## config.mk

```make
export PLATFORM = sky130hd
export DESIGN_NAME = ps2_event_ctrl_flat
export DESIGN_NICKNAME = d
export VERILOG_FILES = /design/src/rtl/ps2_event_ctrl_if.sv /design/src/rtl/ps2_event_ctrl.sv /design/src/flat_wrapper.sv
export SDC_FILE = /design/constraint.sdc
export NUM_CORES = 1
export LEC_CHECK = 0
export CORE_MARGIN = 3
export CORE_UTILIZATION = 65
export CTS_BUF_LIST = sky130_fd_sc_hd__clkbuf_8
export DETAILED_ROUTE_END_ITERATION = 10
export DONT_BUFFER_PORTS = 1
export HOLD_SLACK_MARGIN = 0.06
export PLACE_DENSITY_LB_ADDON = 0.2
export SLEW_MARGIN = 20
export SYNTH_ARGS = -nofsm -noshare
export SYNTH_HDL_FRONTEND = slang
export SYNTH_SLANG_ARGS = --single-unit
```

## constraint.sdc

```tcl
create_clock -name clk -period 2.9 [get_ports clk]
set_input_delay 0.435 -clock clk [delete_from_list [all_inputs] [get_ports clk]]
set_output_delay 0.435 -clock clk [all_outputs]
set_load 0.01 [all_outputs]
```

## src/rtl/ps2_event_ctrl_if.sv

```systemverilog
// Signal bundle between ps2_event_ctrl and its environment: keyboard-FIFO pop port,
// event stream port and modifier/overflow status. The master view is the controller's side.
interface ps2_event_ctrl_if #(
  parameter int DEPTH = 8
);
  localparam int CW = $clog2(DEPTH + 1);

  logic [7:0]    kb_data;
  logic          kb_ready;
  logic          kb_overflow;
  logic          kb_nextdata_n;
  logic          evt_valid;
  logic          evt_ready;
  logic [7:0]    evt_code;
  logic          evt_ext;
  logic          evt_brk;
  logic [CW-1:0] evt_count;
  logic          shift;
  logic          ctrl;
  logic          caps;
  logic          ovf;
  logic          clr_ovf;

  modport master (
    input  kb_data, kb_ready, kb_overflow, evt_ready, clr_ovf,
    output kb_nextdata_n, evt_valid, evt_code, evt_ext, evt_brk, evt_count,
           shift, ctrl, caps, ovf
  );

  modport slave (
    output kb_data, kb_ready, kb_overflow, evt_ready, clr_ovf,
    input  kb_nextdata_n, evt_valid, evt_code, evt_ext, evt_brk, evt_count,
           shift, ctrl, caps, ovf
  );
endinterface

```

## src/rtl/ps2_event_ctrl.sv

```systemverilog
// Pops PS/2 scancode bytes, folds E0/F0/E1 prefixes into key events, filters typematic
// repeats, tracks shift/ctrl/caps and buffers events in a small FIFO.
module ps2_event_ctrl #(
  parameter int DEPTH         = 8,
  parameter bit FILTER_REPEAT = 1'b1
) (
  input  logic           clk,
  input  logic           clrn,
  ps2_event_ctrl_if.master bus
);
  localparam int AW = $clog2(DEPTH);
  localparam int CW = $clog2(DEPTH + 1);
  localparam logic [CW-1:0] FULL = CW'(DEPTH);

  typedef enum logic [1:0] {
    S_IDLE   = 2'd0,
    S_POP    = 2'd1,
    S_SETTLE = 2'd2
  } state_t;

  state_t        r_state;
  state_t        w_state_nxt;
  logic          r_nextdata_n;
  logic          w_nextdata_n_nxt;
  logic          w_parse;
  logic [7:0]    r_byte;
  logic          r_ext_f;
  logic          r_brk_f;
  logic [2:0]    r_skip;
  logic          r_held_v;
  logic [8:0]    r_held;
  logic          r_shift;
  logic          r_ctrl;
  logic          r_caps;
  logic          r_ovf;
  logic [9:0]    r_mem [DEPTH];
  logic [AW-1:0] r_wr_ptr;
  logic [AW-1:0] r_rd_ptr;
  logic [CW-1:0] r_count;

  logic          w_evt;
  logic [8:0]    w_key;
  logic          w_drop_rep;
  logic          w_evt_ok;
  logic          w_push;
  logic          w_pop;
  logic          w_drop;

  always_ff @(posedge clk) begin
    if (!clrn) begin
      r_state      <= S_IDLE;
      r_nextdata_n <= 1'b1;
      r_byte       <= 8'h00;
    end else begin
      r_state      <= w_state_nxt;
      r_nextdata_n <= w_nextdata_n_nxt;
      if (r_state == S_IDLE && bus.kb_ready) begin
        r_byte <= bus.kb_data;
      end else begin
        r_byte <= r_byte;
      end
    end
  end

  always_comb begin
    w_state_nxt = r_state;
    case (r_state)
      S_IDLE:   w_state_nxt = bus.kb_ready ? S_POP : S_IDLE;
      S_POP:    w_state_nxt = S_SETTLE;
      S_SETTLE: w_state_nxt = S_IDLE;
      default:  w_state_nxt = S_IDLE;
    endcase
  end

  always_comb begin
    w_nextdata_n_nxt = (w_state_nxt != S_POP);
    w_parse          = (r_state == S_POP);
  end

  // The latched byte is interpreted during POP; its event reaches the FIFO at the end of POP.
  always_comb begin
    w_evt      = w_parse && (r_skip == 3'd0) && (r_byte != 8'hE0) &&
                 (r_byte != 8'hF0) && (r_byte != 8'hE1);
    w_key      = {r_ext_f, r_byte};
    w_drop_rep = FILTER_REPEAT && w_evt && !r_brk_f && r_held_v && (r_held == w_key);
    w_evt_ok   = w_evt && !w_drop_rep;
    w_pop      = (r_count != {CW{1'b0}}) && bus.evt_ready;
    w_push     = w_evt_ok && ((r_count != FULL) || w_pop);
    w_drop     = w_evt_ok && !w_push;
  end

  always_ff @(posedge clk) begin
    if (!clrn) begin
      r_ext_f  <= 1'b0;
      r_brk_f  <= 1'b0;
      r_skip   <= 3'd0;
      r_held_v <= 1'b0;
      r_held   <= 9'd0;
      r_shift  <= 1'b0;
      r_ctrl   <= 1'b0;
      r_caps   <= 1'b0;
      r_ovf    <= 1'b0;
    end else begin
      if (w_parse) begin
        if (r_skip != 3'd0) begin
          r_skip <= r_skip - 3'd1;
        end else if (r_byte == 8'hE1) begin
          r_skip <= 3'd7;
        end else if (r_byte == 8'hE0) begin
          r_ext_f <= 1'b1;
        end else if (r_byte == 8'hF0) begin
          r_brk_f <= 1'b1;
        end else begin
          r_ext_f <= 1'b0;
          r_brk_f <= 1'b0;
        end
      end
      // Modifiers and held key follow every accepted event, even one the full FIFO drops.
      if (w_evt_ok) begin
        if (!r_brk_f) begin
          r_held_v <= 1'b1;
          r_held   <= w_key;
        end else if (r_held_v && (r_held == w_key)) begin
          r_held_v <= 1'b0;
        end
        if (r_byte == 8'h12 || r_byte == 8'h59) begin
          r_shift <= !r_brk_f;
        end
        if (r_byte == 8'h14) begin
          r_ctrl <= !r_brk_f;
        end
        if (r_byte == 8'h58 && !r_ext_f && !r_brk_f) begin
          r_caps <= !r_caps;
        end
      end
      if (w_drop || bus.kb_overflow) begin
        r_ovf <= 1'b1;
      end else if (bus.clr_ovf) begin
        r_ovf <= 1'b0;
      end
    end
  end

  always_ff @(posedge clk) begin
    if (!clrn) begin
      r_wr_ptr <= {AW{1'b0}};
      r_rd_ptr <= {AW{1'b0}};
      r_count  <= {CW{1'b0}};
      for (int i = 0; i < DEPTH; i++) begin
        r_mem[i] <= 10'd0;
      end
    end else begin
      if (w_push) begin
        r_mem[r_wr_ptr] <= {r_ext_f, r_brk_f, r_byte};
        r_wr_ptr        <= r_wr_ptr + AW'(1);
      end
      if (w_pop) begin
        r_rd_ptr <= r_rd_ptr + AW'(1);
      end
      case ({w_push, w_pop})
        2'b10:   r_count <= r_count + CW'(1);
        2'b01:   r_count <= r_count - CW'(1);
        default: r_count <= r_count;
      endcase
    end
  end

  assign bus.kb_nextdata_n = r_nextdata_n;
  assign bus.evt_valid     = (r_count != {CW{1'b0}});
  assign bus.evt_code      = r_mem[r_rd_ptr][7:0];
  assign bus.evt_brk       = r_mem[r_rd_ptr][8];
  assign bus.evt_ext       = r_mem[r_rd_ptr][9];
  assign bus.evt_count     = r_count;
  assign bus.shift         = r_shift;
  assign bus.ctrl          = r_ctrl;
  assign bus.caps          = r_caps;
  assign bus.ovf           = r_ovf;
endmodule

```

## src/flat_wrapper.sv

```systemverilog
// flat-port wrapper written by rule: the top's interface ports become plain ports
module ps2_event_ctrl_flat 
#(
  parameter int DEPTH         = 8,
  parameter bit FILTER_REPEAT = 1'b1
)
  (clk, clrn, bus_kb_data, bus_kb_ready, bus_kb_overflow, bus_evt_ready, bus_clr_ovf, bus_kb_nextdata_n, bus_evt_valid, bus_evt_code, bus_evt_ext, bus_evt_brk, bus_evt_count, bus_shift, bus_ctrl, bus_caps, bus_ovf);
  ps2_event_ctrl_if #(.DEPTH(DEPTH)) bus_i ();
  input  logic clk;
  input  logic clrn;
  input wire logic [$bits(bus_i.kb_data)-1:0] bus_kb_data;
  input wire logic [$bits(bus_i.kb_ready)-1:0] bus_kb_ready;
  input wire logic [$bits(bus_i.kb_overflow)-1:0] bus_kb_overflow;
  input wire logic [$bits(bus_i.evt_ready)-1:0] bus_evt_ready;
  input wire logic [$bits(bus_i.clr_ovf)-1:0] bus_clr_ovf;
  output wire logic [$bits(bus_i.kb_nextdata_n)-1:0] bus_kb_nextdata_n;
  output wire logic [$bits(bus_i.evt_valid)-1:0] bus_evt_valid;
  output wire logic [$bits(bus_i.evt_code)-1:0] bus_evt_code;
  output wire logic [$bits(bus_i.evt_ext)-1:0] bus_evt_ext;
  output wire logic [$bits(bus_i.evt_brk)-1:0] bus_evt_brk;
  output wire logic [$bits(bus_i.evt_count)-1:0] bus_evt_count;
  output wire logic [$bits(bus_i.shift)-1:0] bus_shift;
  output wire logic [$bits(bus_i.ctrl)-1:0] bus_ctrl;
  output wire logic [$bits(bus_i.caps)-1:0] bus_caps;
  output wire logic [$bits(bus_i.ovf)-1:0] bus_ovf;
  assign bus_i.kb_data = bus_kb_data;
  assign bus_i.kb_ready = bus_kb_ready;
  assign bus_i.kb_overflow = bus_kb_overflow;
  assign bus_i.evt_ready = bus_evt_ready;
  assign bus_i.clr_ovf = bus_clr_ovf;
  assign bus_kb_nextdata_n = bus_i.kb_nextdata_n;
  assign bus_evt_valid = bus_i.evt_valid;
  assign bus_evt_code = bus_i.evt_code;
  assign bus_evt_ext = bus_i.evt_ext;
  assign bus_evt_brk = bus_i.evt_brk;
  assign bus_evt_count = bus_i.evt_count;
  assign bus_shift = bus_i.shift;
  assign bus_ctrl = bus_i.ctrl;
  assign bus_caps = bus_i.caps;
  assign bus_ovf = bus_i.ovf;
  ps2_event_ctrl #(.DEPTH(DEPTH), .FILTER_REPEAT(FILTER_REPEAT)) u_core (.clk(clk), .clrn(clrn), .bus(bus_i));
endmodule
```

# After elaboration in Yosys (flattened, before gate mapping)
# Memory sizes are Yosys's and may differ from the RTL's. A register that Yosys moved wholly into a read port is not among the register bits.
# Index checks and enable logic that the tools add are counted.
dict set report word_totals {
  reg_bits 40
  latchBits 0
  ramBits 80
  mem_bits_ro 0
  in_bits 14
  out_inout_bits 20
  word_cells 103
  n_memories 1
}
dict set report op_classes {
  addsub 5
  multipliers 0
  n_div 0
  order_cmp 0
  eq_ne 18
  shifts 0
  n_mux 21
  bitwise 4
  n_reduce_logical 39
}
# memory depth width rd rd_clocked_by_memory_dff write_ports line
set memory_table {}
lappend memory_table {u_core.r_mem 8 10 1 1 8 ps2_event_ctrl.sv:36} ;# logic [9:0] r_mem [DEPTH];
# operator count
set ops {}
lappend ops {{$eq A8 B8 Y1 const B} 3}
lappend ops {{$ne A8 B8 Y1 const B} 3}
lappend ops {{$eq A8 B5 Y1 const B} 2}
lappend ops {{$eq A8 B7 Y1 const B} 2}
lappend ops {{$logic_and A1 B1 Y1} 15}
lappend ops {{$mux W3} 5}
lappend ops {{$mux W1} 13}
lappend ops {{$reduce_and A2 Y1} 6}
lappend ops {{$mux W10} 1}
lappend ops {{$reduce_or A10 Y1} 1}
lappend ops {{$eq A9 B9 Y1} 1}
lappend ops {{$pmux W4 S2} 1}
lappend ops {{$reduce_and A4 Y1} 2}
lappend ops {{$add A3 B1 Y3 const B} 2}
lappend ops {{$reduce_bool A2 Y1} 3}
lappend ops {{$logic_not A1 Y1} 5}
lappend ops {{$add A4 B1 Y4 const B} 1}
lappend ops {{$eq A2 B1 Y1 const B} 2}
lappend ops {{$ne A2 B1 Y1 const B} 2}
lappend ops {{$ne A4 B4 Y1 const B} 1}
lappend ops {{$not A1 Y1} 4}
lappend ops {{$pmux W2 S2} 1}
lappend ops {{$reduce_bool A4 Y1} 1}
lappend ops {{$sub A4 B1 Y4 const B} 1}
lappend ops {{other kinds (7)} 9}

# Longest topological paths before layout
# Gate-level depths: netlist of run 1.
dict set report depth {
  word_depth 16
  depth_mapped 13
  depth_no_buf 13
}

# Least setup slack after synthesis of run 1
# Ideal clock, no wire load.
dict set report synth_path {
  path_kind {flip-flop to flip-flop}
  from {reg u_core.r_skip[0]}
  to {mem u_core.r_mem[3][0] (enable)}
  setup_ps 394
  arrival_time_ps 2226
  required_ps 2506
  slack_ps 280
  path_stages_with_launch 8
  n_path_buf 0
  period_less_slack_ps 2620
  cell_sequence {dfxtp_1 -> inv_1 -> ha_1 -> and4bb_2 -> o31ai_4 -> nor2_2 -> nand2_2 -> o31ai_1}
}
# item line
set synth_lines {}
lappend synth_lines {{start, declared} ps2_event_ctrl.sv:29} ;# logic [2:0] r_skip;
lappend synth_lines {{start signal, assigned} ps2_event_ctrl.sv:106} ;# r_skip <= r_skip - 3'd1;
lappend synth_lines {{end, declared} ps2_event_ctrl.sv:36}

# Worst setup path after layout of run 1
dict set report layout_path {
  from {reg u_core.r_count[1], in the netlist u_core.bus.evt_count[1]}
  to {reg u_core.r_count[2], in the netlist u_core.bus.evt_count[2]}
}
dict set report layout_via {
  elab_chain_cells 6
  elab_cells_between_ends 11
  classes_between {add/sub (2); eq/ne (3); mux (1); reduce/logical (5)}
}
# item line
set layout_rtl {}
lappend layout_rtl {{start, declared} ps2_event_ctrl.sv:39} ;# logic [CW-1:0] r_count;
lappend layout_rtl {{start signal, assigned} ps2_event_ctrl.sv:148} ;# r_count <= {CW{1'b0}};
lappend layout_rtl {{start signal, assigned} ps2_event_ctrl.sv:161} ;# 2'b10: r_count <= r_count + CW'(1);
lappend layout_rtl {{start signal, assigned} ps2_event_ctrl.sv:162} ;# 2'b01: r_count <= r_count - CW'(1);
lappend layout_rtl {{$reduce_bool A4 Y1 (*)} n/a}
lappend layout_rtl {{via bus_evt_valid} flat_wrapper.sv:17} ;# output wire logic [$bits(bus_i.evt_valid)-1:0] bus_evt_valid;
lappend layout_rtl {{$logic_and A1 B1 Y1 (*)} ps2_event_ctrl.sv:87} ;# w_pop = (r_count != {CW{1'b0}}) && bus.evt_ready;
lappend layout_rtl {{via u_core.w_pop} ps2_event_ctrl.sv:46} ;# logic w_pop;
lappend layout_rtl {{$logic_or A1 B1 Y1} ps2_event_ctrl.sv:88} ;# w_push = w_evt_ok && ((r_count != FULL) || w_pop);
lappend layout_rtl {{$logic_and A1 B1 Y1} ps2_event_ctrl.sv:88}
lappend layout_rtl {{$eq A2 B1 Y1 or $eq A2 B2 Y1 (tied branches)} ps2_event_ctrl.sv:160} ;# case ({w_push, w_pop})
lappend layout_rtl {{$pmux W4 S2 or $reduce_bool A2 Y1 (tied branches)} n/a}
# The timed path passes the listed nets; every way through them passes the cells marked *.
# A chain may end at the register's enable or synchronous reset.

==> results.cfg, run 1 <==
[grt]
antenna_found_initial = 0
grt_pass1_vias = 3747
grt_max_degree = 40
grt_overflow_total = 0
grt_pass1_wl_um = 18720
grt_usage_pct = 25.22

[worst_hold_path]
holdPathEnd = u_core.bus.kb_nextdata_n$_SDFF_PN1_
min_path_type = in -> reg
min_from = clrn
worstHoldPathCells = 1

[floorplanning]
start_util_pct = 67.73
die_y_um = 99.23
die_width_um = 99.23
fp-row-count = 33
die-area_mm2 = 0.009846
io_pins = 34
core_mm2 = 0.008341

[clocking]
numCtsBuffers = 17
cts_buffer_depth = 2
ctsRootBufferMaster = clkbuf_8
htreeDepth = 4
cts_hold_buf = 0
cts_tree = done
cts.clk_slew.worst_paths_ps = 80
ctsResizeCount = 0
clock_latency_ps = 440
cts_setup_buffers = 0
clock-sinks = 123

[synth]
synth_area_leaders = edfxtp_1 (43%), dfxtp_1 (15%), mux4_2 (8.0%), nor2_1 (6.9%), mux2i_1 (3.5%)
yosys.area.top_type = edfxtp_1
yosys_warnings = 0
synth_cell_types = 48
ys_seq_area_share_pct = 57.76
synth_area_mm2 = 0.005649
ys.flop_type = edfxtp_1
async_flop_share_pct = 0
syn_nets = 507
synth_edf_count = 80
avgSynthCellArea_um2 = 11.62
synth.ff_latch_count = 123
synth_top_area_share_pct = 42.52
syn-instance-count = 486

[layout]
drive_above_1_share_pct = 18.63
antenna_cells = 0
final_nets = 518
area_delta_synth_final_pct = 9.967
finish.utilization_pct = 74.48

[critical_path]
regToRegEndpoint = u_core.bus.evt_count[2]$_SDFFE_PN0P_
worstPathMaxFanout = 9
cp-start-kind = flip-flop
worstRegToRegCells = 10
worstPathRequired_ps = 3270
arrival_ps = 3100
r2r-start = u_core.bus.evt_count[1]$_SDFFE_PN0P_
crit_type = reg -> reg
end_kind = flip-flop
reg2reg_slack_ps = 170

[timing]
maxSlewViolCount = 0
fmax_mhz = 366.9
hold_ws_ps = 84.58
layout_setup_ws_ps = 174.4
relSlewSlack_pct = 63.07
worstMarginPinSlew_ps = 553.1
hold_violations = 0
post-route-period-util_pct = 93.99
finalSetupTns_ps = 0
skew_ps = 9.962
rsz0062_at_grt = false
finalSetupViolCount = 0
fin_crit_ps = 2726

[route]
viasPerCell = 5.967
drt_iter0_drc = 263
route.detailed.drc = 0
wl_per_cell_um = 19.00
vias = 3670
finalWirelength_um = 11680
detail-route-antenna-nets = 0
first_pass_iters = 4

[power]
peakVddDrop_uv = 361.8
leakage_nw = 2.223
p_per_area_mw_per_mm2 = 702.8

[place]
preCtsSetupSlack_ps = 137.5
finalWeightedCongestion = 0.8865
port_buffers = 0
hpwl_um = 7542

[run_status]
status = complete, no violations

[job]
max-cap-violations = 0
Yosys cell counts, types with 8 or more instances:
| cell | number |
|---|---|
| nand2b_1 | 8 |
| nand2_1 | 50 |
| mux4_2 | 20 |
| nand3_1 | 8 |
| a21oi_1 | 16 |
| clkbuf_1 | 12 |
| o21ai_0 | 8 |
| mux2i_1 | 20 |
| edfxtp_1 | 80 |
| mux2_2 | 10 |
| buf_2 | 11 |
| dfxtp_1 | 43 |
| inv_1 | 9 |
| xor2_1 | 14 |
| nor2_1 | 104 |
power by group:
part	leakage (nW)	switching [mW]	internal [mW]	total (mW)
combinational	0.847	0.420	0.372	0.792
clock	0.198	0.699	0.846	1.54
sequential	1.18	0.0734	1.96	2.03
layer usage:
layer,up-vias,part of all wire [%],track usage (%)
met1,1767,39,30.95
li1,1743,-,-
met2,139,52,43.23
met4,0,1.8,9.139
met5,-,0,0
met3,21,7.0,6.592
state kept, by name, summed over array words and instances (netlist names), 2 cells and up, named ones only:
name                  count
u_core.r_skip             3
u_core.r_held             9
u_core.r_rd_ptr           3
u_core.bus.evt_count      4
u_core.r_state            2
u_core.r_byte             8
u_core.r_wr_ptr           3
u_core.r_mem             80
placed cells by master, fill, tap and decap left out, types with 4 or more instances in the layout:
cell and n:
a21oi_1 16, buf_4 27, clkbuf_8 17, dfxtp_1 43, edfxtp_1 80, ha_1 7
inv_1 9, mux2_2 10, mux2i_1 20, mux4_2 20, nand2_1 50, nand2b_1 8
nand3_1 8, nand4_1 5, nor2_1 104, nor2b_1 6, nor3_1 6, nor4_1 4
o21ai_0 8, o31ai_1 4, xor2_1 14
critical path: stages (launching register included):
cell and delay [ps]:
dfxtp_1 420, or4_1 650, nand2_1 170, inv_1 90, ha_1 270, xor2_1 160
ha_1 180, a21oi_1 160, xor2_1 100, or3_1 310, a21oi_1 140
cell type report:
cell class,instances,area [um2]
clock buffers,17,234.0
clock inverters,15,170.2
fillers,571,2128
inverters,10,37.54
multi-input cells,318,2173
flip-flops and latches,123,3263
well taps,105,131.4
repair buffers,27,202.7
worst max-delay path by stage:
stage	startpoint	to	slack, ps
after floorplan	u_core.r_skip[0]$_SDFFE_PN0P_	u_core.r_mem[3][0]$_SDFFCE_PN0P_	280
after global placement	u_core.r_skip[0]$_SDFFE_PN0P_	u_core.bus.evt_count[2]$_SDFFE_PN0P_	260
after detailed placement	u_core.r_skip[0]$_SDFFE_PN0P_	u_core.bus.evt_count[2]$_SDFFE_PN0P_	140
after CTS	u_core.r_skip[0]$_SDFFE_PN0P_	u_core.bus.evt_count[2]$_SDFFE_PN0P_	120
after global routing	u_core.bus.evt_count[1]$_SDFFE_PN0P_	u_core.bus.evt_count[2]$_SDFFE_PN0P_	50
final	u_core.bus.evt_count[1]$_SDFFE_PN0P_	u_core.bus.evt_count[2]$_SDFFE_PN0P_	170
kinds of logic after synthesis:
logic type / count (synthesis) / share of synthesized area, %
compound gates: 38 / 4.386
xor+xnor: 15 / 2.326
fa+ha+maj: 7 / 1.550
buf+inv: 45 / 3.853
flops: 123 / 57.76
mux: 50 / 13.51
simple gates: 208 / 16.61
through the flow:
step	cells	power (mW)	area, um2
after global placement	583	2.844	5803
after CTS	615	4.391	6207
after floorplan	486	2.690	5649
final	615	4.366	6212
after global routing	615	4.540	6212
after detailed placement	583	2.863	5803
No activity file was read; power rests on OpenSTA's default activity.
==> inputs of run 2 (changes only) <==
clock period = 3.52 ns   (was 2.9 ns; I/O delays follow)
==> results.cfg, run 2 (synthesized netlist as in run 1, its figures left out) <==
[grt]
grtUsageMet3_pct = 8.275
grt_pass1_vias = 3697
antenna_found_initial = 0
busiest_layer = met2
grt_usage_pct = 25.49
grt_max_degree = 40
use_met1_pct = 32.66
grtUsageMet2_pct = 41.63
grt_overflow_total = 0
grt_pass1_wl_um = 18840

[route]
viasPerCell = 5.886
first_pass_iters = 5
vias = 3561
drt_iter0_drc = 320
finalWirelength_um = 11540
wl_per_cell_um = 19.07
route.detailed.drc = 0
detail-route-antenna-nets = 0

[layout]
final_common_cell = nor2_1
finish.utilization_pct = 73.97
regMostFlops = u_core.r_mem
final_cell_mix = nor2_1 (104), edfxtp_1 (80), nand2_1 (50)
drive_above_1_share_pct = 17.20
top_regs = u_core.r_mem x80, u_core.r_held x9, u_core.r_byte x8
largest_register_ffs = 80
area_delta_synth_final_pct = 9.214
final_nets = 508
antenna_cells = 0

[worst_hold_path]
min_from = clrn
min_path_type = in -> reg
worstHoldPathCells = 1
holdPathEnd = u_core.bus.kb_nextdata_n$_SDFF_PN1_

[floorplanning]
start_util_pct = 67.73
die_width_um = 99.23
die_y_um = 99.23
die-area_mm2 = 0.009846
core_mm2 = 0.008341
fp-row-count = 33
io_pins = 34

[timing]
maxSlewViolCount = 0
skew_ps = 12.87
fin_crit_ps = 2903
hold_violations = 0
finalSetupTns_ps = 0
worstMarginPinSlew_ps = 1008
post-route-period-util_pct = 82.47
hold_ws_ps = 186.3
relSlewSlack_pct = 32.73
fmax_mhz = 344.5
finalSetupViolCount = 0
rsz0062_at_grt = false

[power]
comb_power_share_pct = 16.5
switchingPower_mw = 0.9717
leakage_nw = 2.185
switching_share_pct = 26.50
p_per_area_mw_per_mm2 = 594.4
p_clk_share_pct = 37.1
pwr-share-seq_pct = 46.4
internal_power_mw = 2.696
peakVddDrop_uv = 348.8

[critical_path]
crit_type = reg -> reg
worstRegToRegCells = 13
reg2reg_slack_ps = 620
worstPathRequired_ps = 3880
cp-start-kind = flip-flop
arrival_ps = 3260
end_kind = flip-flop
regToRegEndpoint = u_core.bus.evt_count[2]$_SDFFE_PN0P_
r2r-start = u_core.r_skip[0]$_SDFFE_PN0P_
worstPathMaxFanout = 8

[clocking]
numCtsBuffers = 17
cts_setup_buffers = 0
cts_hold_buf = 0
cts.clk_slew.worst_paths_ps = 70
ctsResizeCount = 0
clock_latency_ps = 430
ctsRootBufferMaster = clkbuf_8
htreeDepth = 4
cts_buffer_depth = 2
cts_tree = done
clock-sinks = 123

[place]
port_buffers = 0
hpwl_um = 7374
finalWeightedCongestion = 0.8500

[run_status]
status = complete, no violations

[job]
max-cap-violations = 0
-- run 2: metal layers --
layer / share of wire (%) / routed length [um] / vias to the layer above
met1: 40 / 4610 / 1697
li1: - / - / 1714
met5: 0 / 0 / -
met4: 1.0 / 116 / 0
met2: 51 / 5902 / 138
met3: 7.9 / 911 / 12
-- run 2: area by class of cell --
class | instances | area, um2
clock buffers | 18 | 247.7
clock inverters | 14 | 193.9
fillers | 567 | 2171
inverters | 10 | 37.54
multi-input cells | 318 | 2168
flip-flops and latches | 123 | 3263
well taps | 105 | 131.4
repair buffers | 17 | 127.6
-- run 2: critical path, cell delays in order (launching register included) --
cell	delay (ps)
dfxtp_1	320
inv_1	80
ha_1	190
and4bb_2	310
o31ai_4	110
nor2_2	260
nand2_2	210
ha_1	310
xor2_1	170
ha_1	190
a21oi_1	160
xor2_1	100
or3_1	310
a21oi_1	130
-- run 2: power groups by stage --
stage / logic, mW / clock network, mW / registers [mW]
global route: 0.663 / 1.44 / 1.72
finish: 0.605 / 1.36 / 1.70
CTS: 0.617 / 1.38 / 1.70
floorplan: 0.532 / 0 / 1.68
global placement: 0.598 / 0 / 1.73
detailed placement: 0.614 / 0 / 1.73
-- run 2: metrics by stage --
stage / instance area, um2 / setup WS [ps] / cells / power [mW]
6_report: 6170 / 616.9 / 605 / 3.667
5_1_grt: 6170 / 407.5 / 605 / 3.823
3_5_place_dp: 5728 / 631.3 / 573 / 2.347
3_3_place_gp: 5728 / 764.6 / 573 / 2.324
2_1_floorplan: 5649 / 900.3 / 486 / 2.217
4_1_cts: 6170 / 606.0 / 605 / 3.696
-- run 2: worst max-delay path by stage --
stage               cells after the start                                    to                          start
detailed placement                     13  u_core.bus.evt_count[2]$_SDFFE_PN0P_  u_core.r_skip[0]$_SDFFE_PN0P_
floorplan                               7      u_core.r_mem[3][0]$_SDFFCE_PN0P_  u_core.r_skip[0]$_SDFFE_PN0P_
finish                                 13  u_core.bus.evt_count[2]$_SDFFE_PN0P_  u_core.r_skip[0]$_SDFFE_PN0P_
CTS                                    13  u_core.bus.evt_count[2]$_SDFFE_PN0P_  u_core.r_skip[0]$_SDFFE_PN0P_
global route                           13  u_core.bus.evt_count[2]$_SDFFE_PN0P_  u_core.r_skip[1]$_SDFFE_PN0P_
global placement                       13  u_core.bus.evt_count[2]$_SDFFE_PN0P_  u_core.r_skip[0]$_SDFFE_PN0P_
==> edit: new RTL, config.mk and constraints of run 1 <==
`FILTER_REPEAT` is set to 1'b1 in 2 places; all go to 1'b0.
--- a/src/rtl/ps2_event_ctrl.sv
+++ b/src/rtl/ps2_event_ctrl.sv
@@ -2,7 +2,7 @@
 // repeats, tracks shift/ctrl/caps and buffers events in a small FIFO.
 module ps2_event_ctrl #(
   parameter int DEPTH         = 8,
-  parameter bit FILTER_REPEAT = 1'b1
+  parameter bit FILTER_REPEAT = 1'b0
 ) (
   input  logic           clk,
   input  logic           clrn,
--- a/src/flat_wrapper.sv
+++ b/src/flat_wrapper.sv
@@ -2,7 +2,7 @@
 module ps2_event_ctrl_flat 
 #(
   parameter int DEPTH         = 8,
-  parameter bit FILTER_REPEAT = 1'b1
+  parameter bit FILTER_REPEAT = 1'b0
 )
   (clk, clrn, bus_kb_data, bus_kb_ready, bus_kb_overflow, bus_evt_ready, bus_clr_ovf, bus_kb_nextdata_n, bus_evt_valid, bus_evt_code, bus_evt_ext, bus_evt_brk, bus_evt_count, bus_shift, bus_ctrl, bus_caps, bus_ovf);
   ps2_event_ctrl_if #(.DEPTH(DEPTH)) bus_i ();
Formal check against the unedited RTL: not equivalent (Yosys sat finds a counterexample within 10 cycles, from zero or initial values).
==> edit against run 1 <==
Sequential cell count decreased by 10. Final area down 7.9%. Core utilization rose by 1.9 points. Routed wire length decreased by 3.9%. Area after synthesis decreased by 8.3%. Worst setup slack better by 0.036 ns. Power fell by 4.7%. Clock skew rose by 0.00065 ns.
==> edit: results (changes against run 1) <==
ranking of synthesized cells by area edfxtp_1, dfxtp_1, mux4_2; CP max stage cell dfxtp_1; register area share after synthesis 59.2% (+1.4 points); area of the multi-input gates 1950 sq um (-10%); delay-heaviest family, CP adder cells; Max stage delay on crit path 0.32 ns (-0.33 ns); first-pass GRT wire length 17900 um (-4.4%); synth cell count leaders nor2_1, edfxtp_1, dfxtp_1; # fillers 466 (-18%); Pleak 1.99 nW (-10%); worst-path fanout max 8 (-1); DP Wirelength 7150 um (-5.2%); Clk network pwr share 35.8% (+0.4 points); GP Congestion 0.837 (-5.6%); GRT Resource Usage Total 27.4% (+2.2 points); Least-Margin Pin Slew 0.615 ns (+0.0619 ns); switching part of the total 27.3% (about the same); initial DRC count 381 (+45%); largest net degree at the start of global routing 28 (-30%); worst path arrival time 3.04 ns (-0.06 ns); Nets 444 (-14%); status finished, final reports clean; layout cells sized above 1 20.4% (+1.8 points); clk_lat worst skew 0.42 ns (-0.02 ns); Synth cell types 46 (-4.2%); Detailed Routing Iterations Pass 1 5 (+1)
## edit: metal layers
metal,vias to the layer above,global-route usage [%],share of wire [%]
met3,24,9.47,9.1
met2,183,44.8,52
met1,1636,33.0,36
met4,0,11.7,2.4
li1,1509,-,-
met5,-,0,0
## edit: cells by family after synthesis
family | after synthesis | synth area share, %
buffers and inverters | 33 | 3.12
DFF | 113 | 59.2
xor gates and xnor gates | 5 | 0.846
AOI/OAI and AO/OA | 32 | 4.47
muxes | 44 | 13.6
adders and majority gates | 7 | 1.69
and+or+nand+nor | 176 | 17.1
## edit: path summary, 6_finish.rpt
kind                     from                       end  slack (ns)
max          u_core.r_skip[0]   u_core.bus.evt_count[2]        0.21
min reg2reg  u_core.r_skip[0]          u_core.r_skip[0]        0.50
max reg2reg  u_core.r_skip[0]   u_core.bus.evt_count[2]        0.21
min                      clrn  u_core.bus.kb_nextdata_n        0.10
## edit: area by class of cell
type | count | area share (%)
flip-flops and latches | 113 | 53.5
multi-input cells | 264 | 34.1
clock buffers | 17 | 4.09
clock inverters | 15 | 2.91
repair buffers | 21 | 2.76
well taps | 99 | 2.17
inverters | 6 | 0.394
## edit: stage by stage
stage	power [mW]	std cells	worst slack, ns
floorplan	2.53	410	0.339
global placement	2.68	503	0.336
detailed placement	2.71	503	0.241
CTS	4.18	535	0.209
global route	4.33	535	0.00924
finish	4.16	535	0.210
## edit: power by group through the flow
stage	sequential (mW)	combinational, mW	clock [mW]
3_3_place_gp	1.93	0.754	0
2_1_floorplan	1.90	0.624	0
4_1_cts	1.90	0.780	1.50
5_1_grt	1.91	0.843	1.58
3_5_place_dp	1.94	0.770	0
6_report	1.90	0.768	1.49
